[config.mk]
export PLATFORM = sky130hd
export DESIGN_NAME = fetch_pc_sequencer
export DESIGN_NICKNAME = d
export VERILOG_FILES = /design/src/rtl/fetch_pc_sequencer.sv
export SDC_FILE = /design/constraint.sdc
export NUM_CORES = 1
export LEC_CHECK = 0
export BUFFER_PORTS_ARGS = -buffer_cell sky130_fd_sc_hd__buf_2
export CORE_ASPECT_RATIO = 1.1
export CORE_MARGIN = 1
export CORE_UTILIZATION = 51
export CTS_BUF_LIST = sky130_fd_sc_hd__clkbuf_4 sky130_fd_sc_hd__clkbuf_8
export DETAILED_ROUTE_END_ITERATION = 16
export HOLD_SLACK_MARGIN = 0.15
export PLACE_DENSITY = 0.89
export REMOVE_ABC_BUFFERS = 1
export SYNTH_ARGS = -nofsm -noshare
export SYNTH_HDL_FRONTEND = slang
export SYNTH_SLANG_ARGS = --single-unit
export TNS_END_PERCENT = 1
[constraint.sdc]
create_clock -name clk -period 3.5 [get_ports clk]
set_input_delay 0.35 -clock clk [delete_from_list [all_inputs] [get_ports clk]]
set_output_delay 0.35 -clock clk [all_outputs]
set_load 0.02 [all_outputs]
[src/rtl/fetch_pc_sequencer.sv]
// Next-PC select for fetch: fall-through, decode jump, execute mispredict, trap vector.
// nextpc is combinational (0 cycles); kill is registered (1 cycle after the redirect is sampled).
// Redirects seen while fetch cannot consume are held (highest rank wins) until a consume edge.
module fetch_pc_sequencer #(
    parameter logic [31:0] RESET_PC = 32'h0
) (
    input  logic        clk,
    input  logic        reset,
    input  logic        stall,
    input  logic        fetch_ready,
    input  logic [31:0] inst0_pc,
    input  logic        dec_redirect_valid,
    input  logic [31:0] dec_redirect_target,
    input  logic        ex_redirect_valid,
    input  logic [31:0] ex_redirect_target,
    input  logic        trap_valid,
    input  logic [31:0] trap_target,
    output logic [31:0] nextpc,
    output logic        kill,
    output logic        redirect_pending
);

    typedef enum logic {
        IDLE = 1'b0,
        PEND = 1'b1
    } state_t;

    localparam logic [1:0] RANK_NONE = 2'd0;
    localparam logic [1:0] RANK_DEC  = 2'd1;
    localparam logic [1:0] RANK_EX   = 2'd2;
    localparam logic [1:0] RANK_TRAP = 2'd3;

    state_t      state;
    state_t      state_nxt;
    logic [31:0] pend_target;
    logic [31:0] pend_target_nxt;
    logic [1:0]  pend_rank;
    logic [1:0]  pend_rank_nxt;
    logic [31:0] last_pc;

    logic        consume;
    logic        dec_ok;
    logic [1:0]  in_rank;
    logic [31:0] in_target;
    logic        in_valid;
    logic        use_in;
    logic [31:0] fall_pc;

    assign consume = fetch_ready & ~stall;

    // Decode redirects in a kill cycle come from flushed instructions.
    assign dec_ok = dec_redirect_valid & ~kill;

    always_comb begin
        in_rank   = RANK_NONE;
        in_target = 32'h0;
        if (trap_valid) begin
            in_rank   = RANK_TRAP;
            in_target = trap_target;
        end else if (ex_redirect_valid) begin
            in_rank   = RANK_EX;
            in_target = ex_redirect_target;
        end else if (dec_ok) begin
            in_rank   = RANK_DEC;
            in_target = dec_redirect_target;
        end
    end

    assign in_valid = (in_rank != RANK_NONE);
    assign use_in   = in_valid & ((state == IDLE) | (in_rank >= pend_rank));
    assign fall_pc  = (fetch_ready ? inst0_pc : last_pc) + 32'd4;

    always_comb begin
        nextpc = fall_pc;
        if (use_in) begin
            nextpc = {in_target[31:2], 2'b00};
        end else if (state == PEND) begin
            nextpc = pend_target;
        end
    end

    always_comb begin
        state_nxt       = state;
        pend_target_nxt = pend_target;
        pend_rank_nxt   = pend_rank;
        case (state)
            IDLE: begin
                if (in_valid && !consume) begin
                    state_nxt       = PEND;
                    pend_target_nxt = {in_target[31:2], 2'b00};
                    pend_rank_nxt   = in_rank;
                end
            end
            PEND: begin
                if (consume) begin
                    state_nxt     = IDLE;
                    pend_rank_nxt = RANK_NONE;
                end else if (use_in) begin
                    pend_target_nxt = {in_target[31:2], 2'b00};
                    pend_rank_nxt   = in_rank;
                end
            end
            default: begin
                state_nxt     = IDLE;
                pend_rank_nxt = RANK_NONE;
            end
        endcase
    end

    always_ff @(posedge clk) begin
        if (reset) begin
            state       <= IDLE;
            pend_target <= 32'h0;
            pend_rank   <= RANK_NONE;
            last_pc     <= RESET_PC;
            kill        <= 1'b0;
        end else begin
            state       <= state_nxt;
            pend_target <= pend_target_nxt;
            pend_rank   <= pend_rank_nxt;
            if (fetch_ready) begin
                last_pc <= inst0_pc;
            end
            kill        <= trap_valid | ex_redirect_valid;
        end
    end

    assign redirect_pending = (state == PEND);

endmodule

==> out/results.ini, run 1 <==
[power]
power.internal_uw=1340
power_frac_clock=0.285
seqPwrFrac=0.412
p_comb_frac=0.303
p_sw_uw=707
p_per_area_nw_per_um2=377
swShare=0.345
vdd_drop_max_uv=196
p_leak_uw=0.00236

[die]
rows=35
die_w_um=90.5
io_pins=169
coreArea_um2=8360
die_y_um=99.3
initial_core_util=0.525
die-area_um2=8990

[sta]
period_minus_slack_ns=3.23
setup_tns_ns=0
rsz0062_at_grt=no
tightest_slew_ns=1.22
final_hold_viol_count=0
fin_skew_ns=0.00674
fin_crit_sh=0.923
relSlewSlack=0.189
drv_slew=0
setup_viol=0
max_freq_mhz=310
timing.hold.ws_ns=0.283

[routing]
drt_wl_total_mm=13.5
dr.pass1.iters=5
viasPerCell=5.88
drt-initial-drc-count=366
antenna_left=0
dr_total_vias=5108
wl_per_cell_um=15.6
drc=0

[global_route]
grt_pass1_vias=4610
antenna_found_initial=1
grt_first_pass_wirelength_mm=21.3
grt_max_degree=67
grt.total_usage=0.293
overflow=0

[run]
cap_violations=0

[setup_path]
worst_ep_required_time_ns=3.15
critPathMaxFanout=13
crit_chain=nand2b_1 > nand2_1 > ha_1 > inv_1 > nor2_1 > nand3_1 > nor4_1 > xor2_1 > a21oi_1 > buf_2
rrSetupSlack_ns=0.95
path_class=reg2out
crit_slowest_cell=nor4_1
r2r-start=kill$_SDFF_PP0_
cp-startpoint=last_pc[3]$_SDFF_PP0_
endpoint_kind=output pin
arrival_ns=2.88
worst_setup_path_start_kind=flop
slowest_delay_ns=0.48

[cts]
cts_setup_buffers=0
cts-root-buf=clkbuf_8
cts_resized=0
cts_hold_buffers=0
clk_latency_ns=0.35
clk_path_buf_depth=2
cts_max_level=3
cts_tree=yes
numCtsBuffers=9
path_clk_slew_ns=0.07
clock-sinks=66

[layout]
syn2layout_area_growth_pct=23.9
nNetsFinal=889
drive_gt1_frac=0.263

[synth]
avgSynthCellArea_um2=7.15
synth_cell_types=50
ys.flop_type=dfxtp_1
synthArstFlopShare=0
yosysSeqAreaShare=0.301
syn_area_um2=4390
synthCells=614
synth-seq-cells=66
synth-edff-count=0
ys_warn_count=0

[status]
outcome=finished clean

[place]
finalWeightedCongestion=0.915
portBuffers=162
dpl.hpwl_mm=9.88

[worst_hold_path]
worst_hold_path_type=in2reg
holdCritStartpoint=inst0_pc[1]

==> cell usage after synthesis (7+ instances only) <==
master,n,area share
nand2_1,107,0.091
a21oi_1,72,0.082
dfxtp_1,66,0.30
nor2_1,51,0.044
o21ai_0,50,0.057
clkbuf_1,37,0.032
a22oi_1,31,0.053
mux2i_1,25,0.057
nand3b_1,19,0.032
xor2_1,16,0.032
nand3_1,14,0.016
nand2b_1,10,0.014
o21ai_1,10,0.011
nor3_1,9,0.010
and2_1,8,0.011
nand4_1,8,0.011
nor4_1,7,0.010
xnor2_1,7,0.014
==> power by group through the flow <==
| stage | clock network, uW | logic, uW | registers, uW |
|---|---|---|---|
| 6_report | 584 | 621 | 844 |
| 5_1_grt | 608 | 677 | 849 |
| 4_1_cts | 580 | 615 | 842 |
| 3_5_place_dp | 0 | 612 | 859 |
| 3_3_place_gp | 0 | 595 | 855 |
| 2_1_floorplan | 0 | 342 | 850 |
==> stage by stage <==
stage	worst slack (ns)	power, uW	area [um^2]	cells	utilization
6_report	0.270	2050	5440	868	0.651
5_1_grt	0.0898	2130	5440	868	0.651
3_5_place_dp	0.331	1470	5270	851	0.629
2_1_floorplan	-0.315	1190	4190	566	-
3_3_place_gp	0.414	1450	5270	851	0.629
4_1_cts	0.312	2040	5440	867	0.650
==> worst paths after layout <==
path                                       end  cells past startpoint
hold reg to reg   pend_target[24]$_SDFFE_PP0P_                      2
hold / removal           last_pc[1]$_SDFF_PP0_                      3
setup reg to reg  pend_target[25]$_SDFFE_PP0P_                      8
setup / recovery                    nextpc[26]                     10
==> kinds of logic (layout without fill, tap and decap cells) <==
logic type / Yosys count / count (layout) / synth area share
simple gates: 253 / 253 / 0.281
xor+xnor: 23 / 23 / 0.0459
flops: 66 / 66 / 0.301
fa+ha+maj: 3 / 3 / 0.00855
buf+inv: 54 / 196 / 0.0510
mux: 26 / 26 / 0.0595
compound gates: 189 / 189 / 0.253
other cells: 0 / 1 / 0
==> layout make-up <==
type | count | area (um^2)
inverter | 6 | 22.5
antenna | 1 | 2.50
clock inverter | 3 | 15.0
fill | 711 | 2920
clock buffer | 13 | 160
tap | 111 | 139
timing repair buffer | 174 | 926
multi-input combinational | 494 | 2860
sequential | 66 | 1320
==> state kept, by name, indices dropped and copies added, names as in the netlist <==
signal            count
last_pc              32
redirect_pending      1
kill                  1
pend_rank             2
pend_target          30
==> placed cells by master, fill, tap and decap left out, types with 3 or more instances in the layout <==
master and count:
buf_2 162, nor2b_1 6, and2_1 8, mux2i_1 25
o21ai_0 50, nand3b_1 19, clkbuf_4 3, clkbuf_8 10
nor3_1 9, ha_1 3, clkinv_2 3, a22oi_1 31
a21oi_1 72, o21a_1 4, nand4_1 8, or3_1 3
xnor2_1 7, nand3_1 14, xor2_1 16, a32o_1 3
nor4_1 7, o31a_1 4, nand2_1 107, o21ai_1 10
inv_1 6, nand2b_1 10, nor2_1 50, dfxtp_1 65
buf_4 10
==> per-layer routing <==
layer | track usage | vias to the layer above | routed length (um)
li1 | - | 2458 | -
met3 | 0.0459 | 44 | 905
met1 | 0.361 | 2363 | 5540
met4 | 0.154 | 0 | 493
met5 | 0 | - | 0
met2 | 0.494 | 243 | 6590
==> critical path: cells and delay by family, from the launching register on <==
family	cells	cell delay (ns)
buffers and inverters	2	0.24
adder cells (fa/ha/maj)	1	0.18
flip-flops	1	0.38
XOR/XNOR	1	0.28
AO/OA/AOI/OAI	1	0.13
AND/OR/NAND/NOR	5	1.31
Note: power is estimated with default switching activity, not from simulation.
==> run 2, diff against run 1 <==
ABC_AREA = 1   (was default)
CORE_UTILIZATION = 52   (was 51)
==> run 2 against run 1 <==
Die area up 5.8%. Worst hold slack improved by 0.0010 ns. Critical endpoint is now nextpc[16]. Final cell count grew 24%. Clock power increased by 1%. Global-route usage fell by 1.2 points. Largest power group unchanged. Sequential share of layout area shrank 1.3 points. Setup slack improved by 0.15 ns. Final area up 5.4%. Largest cell class unchanged.
==> out/results.ini, run 2 <==
[synth]
synth_top_family_by_area=simple AND/OR/NAND/NOR gates
post-synth-top-area-cell=dfxtp_1
ys.flop_type=dfxtp_1
synth-compound-area-share=0.147  ; -0.106
synth_cell_types=29  ; -42%
synth_mux_area_frac=0.00422  ; -0.0553
synth-simple-area-share=0.458  ; +0.177
synth.area.top_cells=dfxtp_1 (28%), nand2_1 (21%), nor2_1 (11%)
synth_fa_ha_area_frac=0.00791  ; -0.000636
synth-edff-count=0  ; unchanged
synthCells=813  ; +32%
synth-seq-cells=66  ; unchanged
yosysSeqAreaShare=0.278  ; -0.0224
synthTopCellsByCount=nand2_1 (265), nor2_1 (135), o21ai_0 (74)
synth_top_area_frac=0.278  ; -0.0224
avgSynthCellArea_um2=5.84  ; -18%
synthArstFlopShare=0  ; unchanged
ys_warn_count=0  ; unchanged
synth_xor_xnor_area_share=0.0129  ; -0.0329
yosysMostFrequentCell=nand2_1
syn_area_um2=4740  ; +8.0%

[sta]
period_minus_slack_ns=3.08  ; -0.152 ns
final_hold_viol_count=0  ; unchanged
relSlewSlack=0.415  ; +0.227
rsz0062_at_grt=no
tightest_slew_ns=0.877  ; -0.340 ns
drv_slew=0  ; unchanged
setup_viol=0  ; unchanged
max_freq_mhz=325  ; +4.9%
fin_crit_sh=0.879  ; -0.0435
fin_ws_ns=0.422  ; +0.152 ns
setup_tns_ns=0  ; unchanged
fin_skew_ns=0.00809  ; +0.00135 ns

[setup_path]
r2r_cells=12  ; +4
worst_ep_required_time_ns=3.15  ; about the same
arrival_ns=2.73  ; -0.15 ns
worst_setup_path_start_kind=flop
worstReg2RegEnd=pend_target[2]$_SDFFE_PP0P_
endpoint_kind=output pin
path_class=reg2out
critPathMaxFanout=27  ; +14
rrSetupSlack_ns=1.02  ; +0.07 ns
r2r-start=kill$_SDFF_PP0_

[die]
io_pins=169  ; unchanged
rows=36  ; +2.9%
die_y_um=102  ; +2.9%
die-area_um2=9510  ; +5.8%
die_w_um=93.1  ; +2.9%
coreArea_um2=8870  ; +6.1%
initial_core_util=0.535  ; +0.00963

[global_route]
grt_first_pass_wirelength_mm=21.1  ; -1.1%
grt.total_usage=0.281  ; -0.0118
grt_pass1_vias=4574  ; -0.78%
antenna_found_initial=0  ; -1
grt_max_degree=48  ; -28%
overflow=0  ; unchanged

[cts]
path_clk_slew_ns=0.07  ; about the same
numCtsBuffers=9  ; unchanged
cts-root-buf=clkbuf_8
cts_resized=0  ; unchanged
clock-sinks=66  ; unchanged
cts_tree=yes
cts_max_level=3  ; unchanged
clk_path_buf_depth=2  ; unchanged
clk_latency_ns=0.34  ; about the same
cts_hold_buffers=0  ; unchanged
cts_setup_buffers=0  ; unchanged

[routing]
drt_wl_total_mm=13.3  ; -1.5%
drc=0  ; unchanged
wl_per_cell_um=12.4  ; -20%
viasPerCell=5.10  ; -13%
dr.pass1.iters=6  ; +1
drt-initial-drc-count=339  ; -7.4%
antenna_left=0  ; unchanged
dr_total_vias=5466  ; +7.0%

[run]
cap_violations=0  ; unchanged

[layout]
nNetsFinal=1091  ; +23%
layout_common_cells=nand2_1 (265), buf_2 (162), nor2_1 (135)
drive_gt1_frac=0.278  ; +0.0144
regMostFlops=last_pc
largest_reg_flops=32  ; unchanged
syn2layout_area_growth_pct=20.9
final_cells=1072  ; +24%
final_common_cell=nand2_1
num_antenna_cells=0  ; -1
finish.instance_area_um2=5740  ; +5.4%
largestRegisters=last_pc x32, pend_target x30, pend_rank x2

[place]
portBuffers=162  ; unchanged
post-place-ws_ns=0.504  ; +0.173 ns
place_area_um2=5560  ; +5.6%
dpl.hpwl_mm=9.83  ; -0.47%
placedCellCount=1056  ; +24%
finalWeightedCongestion=0.904  ; -1.2%

[power]
vdd_drop_max_uv=196  ; +0.11%
p_sw_uw=756  ; +6.9%
p_leak_uw=0.00282  ; +19%
swShare=0.358  ; +0.0126
p_comb_frac=0.323  ; +0.020
p_per_area_nw_per_um2=368  ; -2.2%
power_frac_clock=0.280  ; -0.005
seqPwrFrac=0.397  ; -0.015
power.internal_uw=1360  ; +1.1%

[worst_hold_path]
holdCritStartpoint=inst0_pc[0]
holdPathStages=3  ; unchanged
worst_hold_path_type=in2reg
hold_end=last_pc[0]$_SDFF_PP0_

[status]
outcome=finished clean

==> run 2: cell count changes after synthesis, sizes merged, moves of 19 or more <==
cell	delta
a21oi	-29
a22oi	-28
inv	+46
mux2i	-23
nand2	+193
nand3	+23
nand3b	-19
nor2	+102
==> run 2: per-stage QoR <==
| step | hold WS [ns] | total power [uW] | util |
|---|---|---|---|
| final | 0.284 | 2110 | 0.647 |
| after global routing | 0.275 | 2230 | 0.647 |
| after CTS | 0.278 | 2110 | 0.647 |
| after detailed placement | 0.451 | 1530 | 0.627 |
| after global placement | 0.443 | 1520 | 0.627 |
| after floorplan | 0.419 | 1270 | - |
==> run 2: kinds of logic (layout without fill, tap and decap cells) <==
family | Yosys count | in the layout
mux | 2 | 2
compound gates | 131 | 131
buf+inv | 96 | 241
flops | 66 | 66
xor+xnor | 7 | 7
fa+ha+maj | 3 | 3
simple gates | 508 | 508
==> run 2: worst max-delay path, stage by stage (launching register included) <==
cell	delay, ns
dfxtp_1	0.34
nor3_4	0.20
inv_2	0.05
nand2_1	0.07
inv_1	0.04
ha_1	0.26
o21ai_0	0.16
nand2_1	0.08
nand2_2	0.30
inv_2	0.30
nor2_1	0.15
nand2_1	0.06
o21ai_0	0.14
buf_2	0.23
==> run 2: worst max path at each step <==
| stage | from | end | slack, ns |
|---|---|---|---|
| 2_1_floorplan | kill$_SDFF_PP0_ | nextpc[4] | 0.02 |
| 3_3_place_gp | ex_redirect_valid | nextpc[16] | 0.55 |
| 3_5_place_dp | ex_redirect_valid | nextpc[16] | 0.50 |
| 4_1_cts | kill$_SDFF_PP0_ | nextpc[16] | 0.44 |
| 5_1_grt | kill$_SDFF_PP0_ | nextpc[16] | 0.18 |
| 6_report | kill$_SDFF_PP0_ | nextpc[16] | 0.42 |
==> run 2: power groups by stage <==
stage / combinational, uW / clock, uW / sequential, uW
after floorplan: 414 / 0 / 854
after global placement: 668 / 0 / 852
after detailed placement: 677 / 0 / 855
after CTS: 681 / 587 / 838
after global routing: 763 / 627 / 845
final: 683 / 591 / 839
==> run 2: layout make-up <==
cell class                      instances  area [um^2]
Tap cell                              114          143
Inverter                               53          204
Multi-Input combinational cell        651         3000
Fill cell                             841         3140
Sequential cell                        66         1320
Clock inverter                          3         15.0
Timing Repair Buffer                  172          898
Clock buffer                           13          160
==> run 2: layer usage <==
metal	routed length (um)	track usage	share of wire	vias up
met3	944	0.0461	0.071	20
met1	5770	0.370	0.43	2407
met4	275	0.101	0.021	0
met2	6330	0.467	0.48	206
met5	0	0	0	-
li1	-	-	-	2833
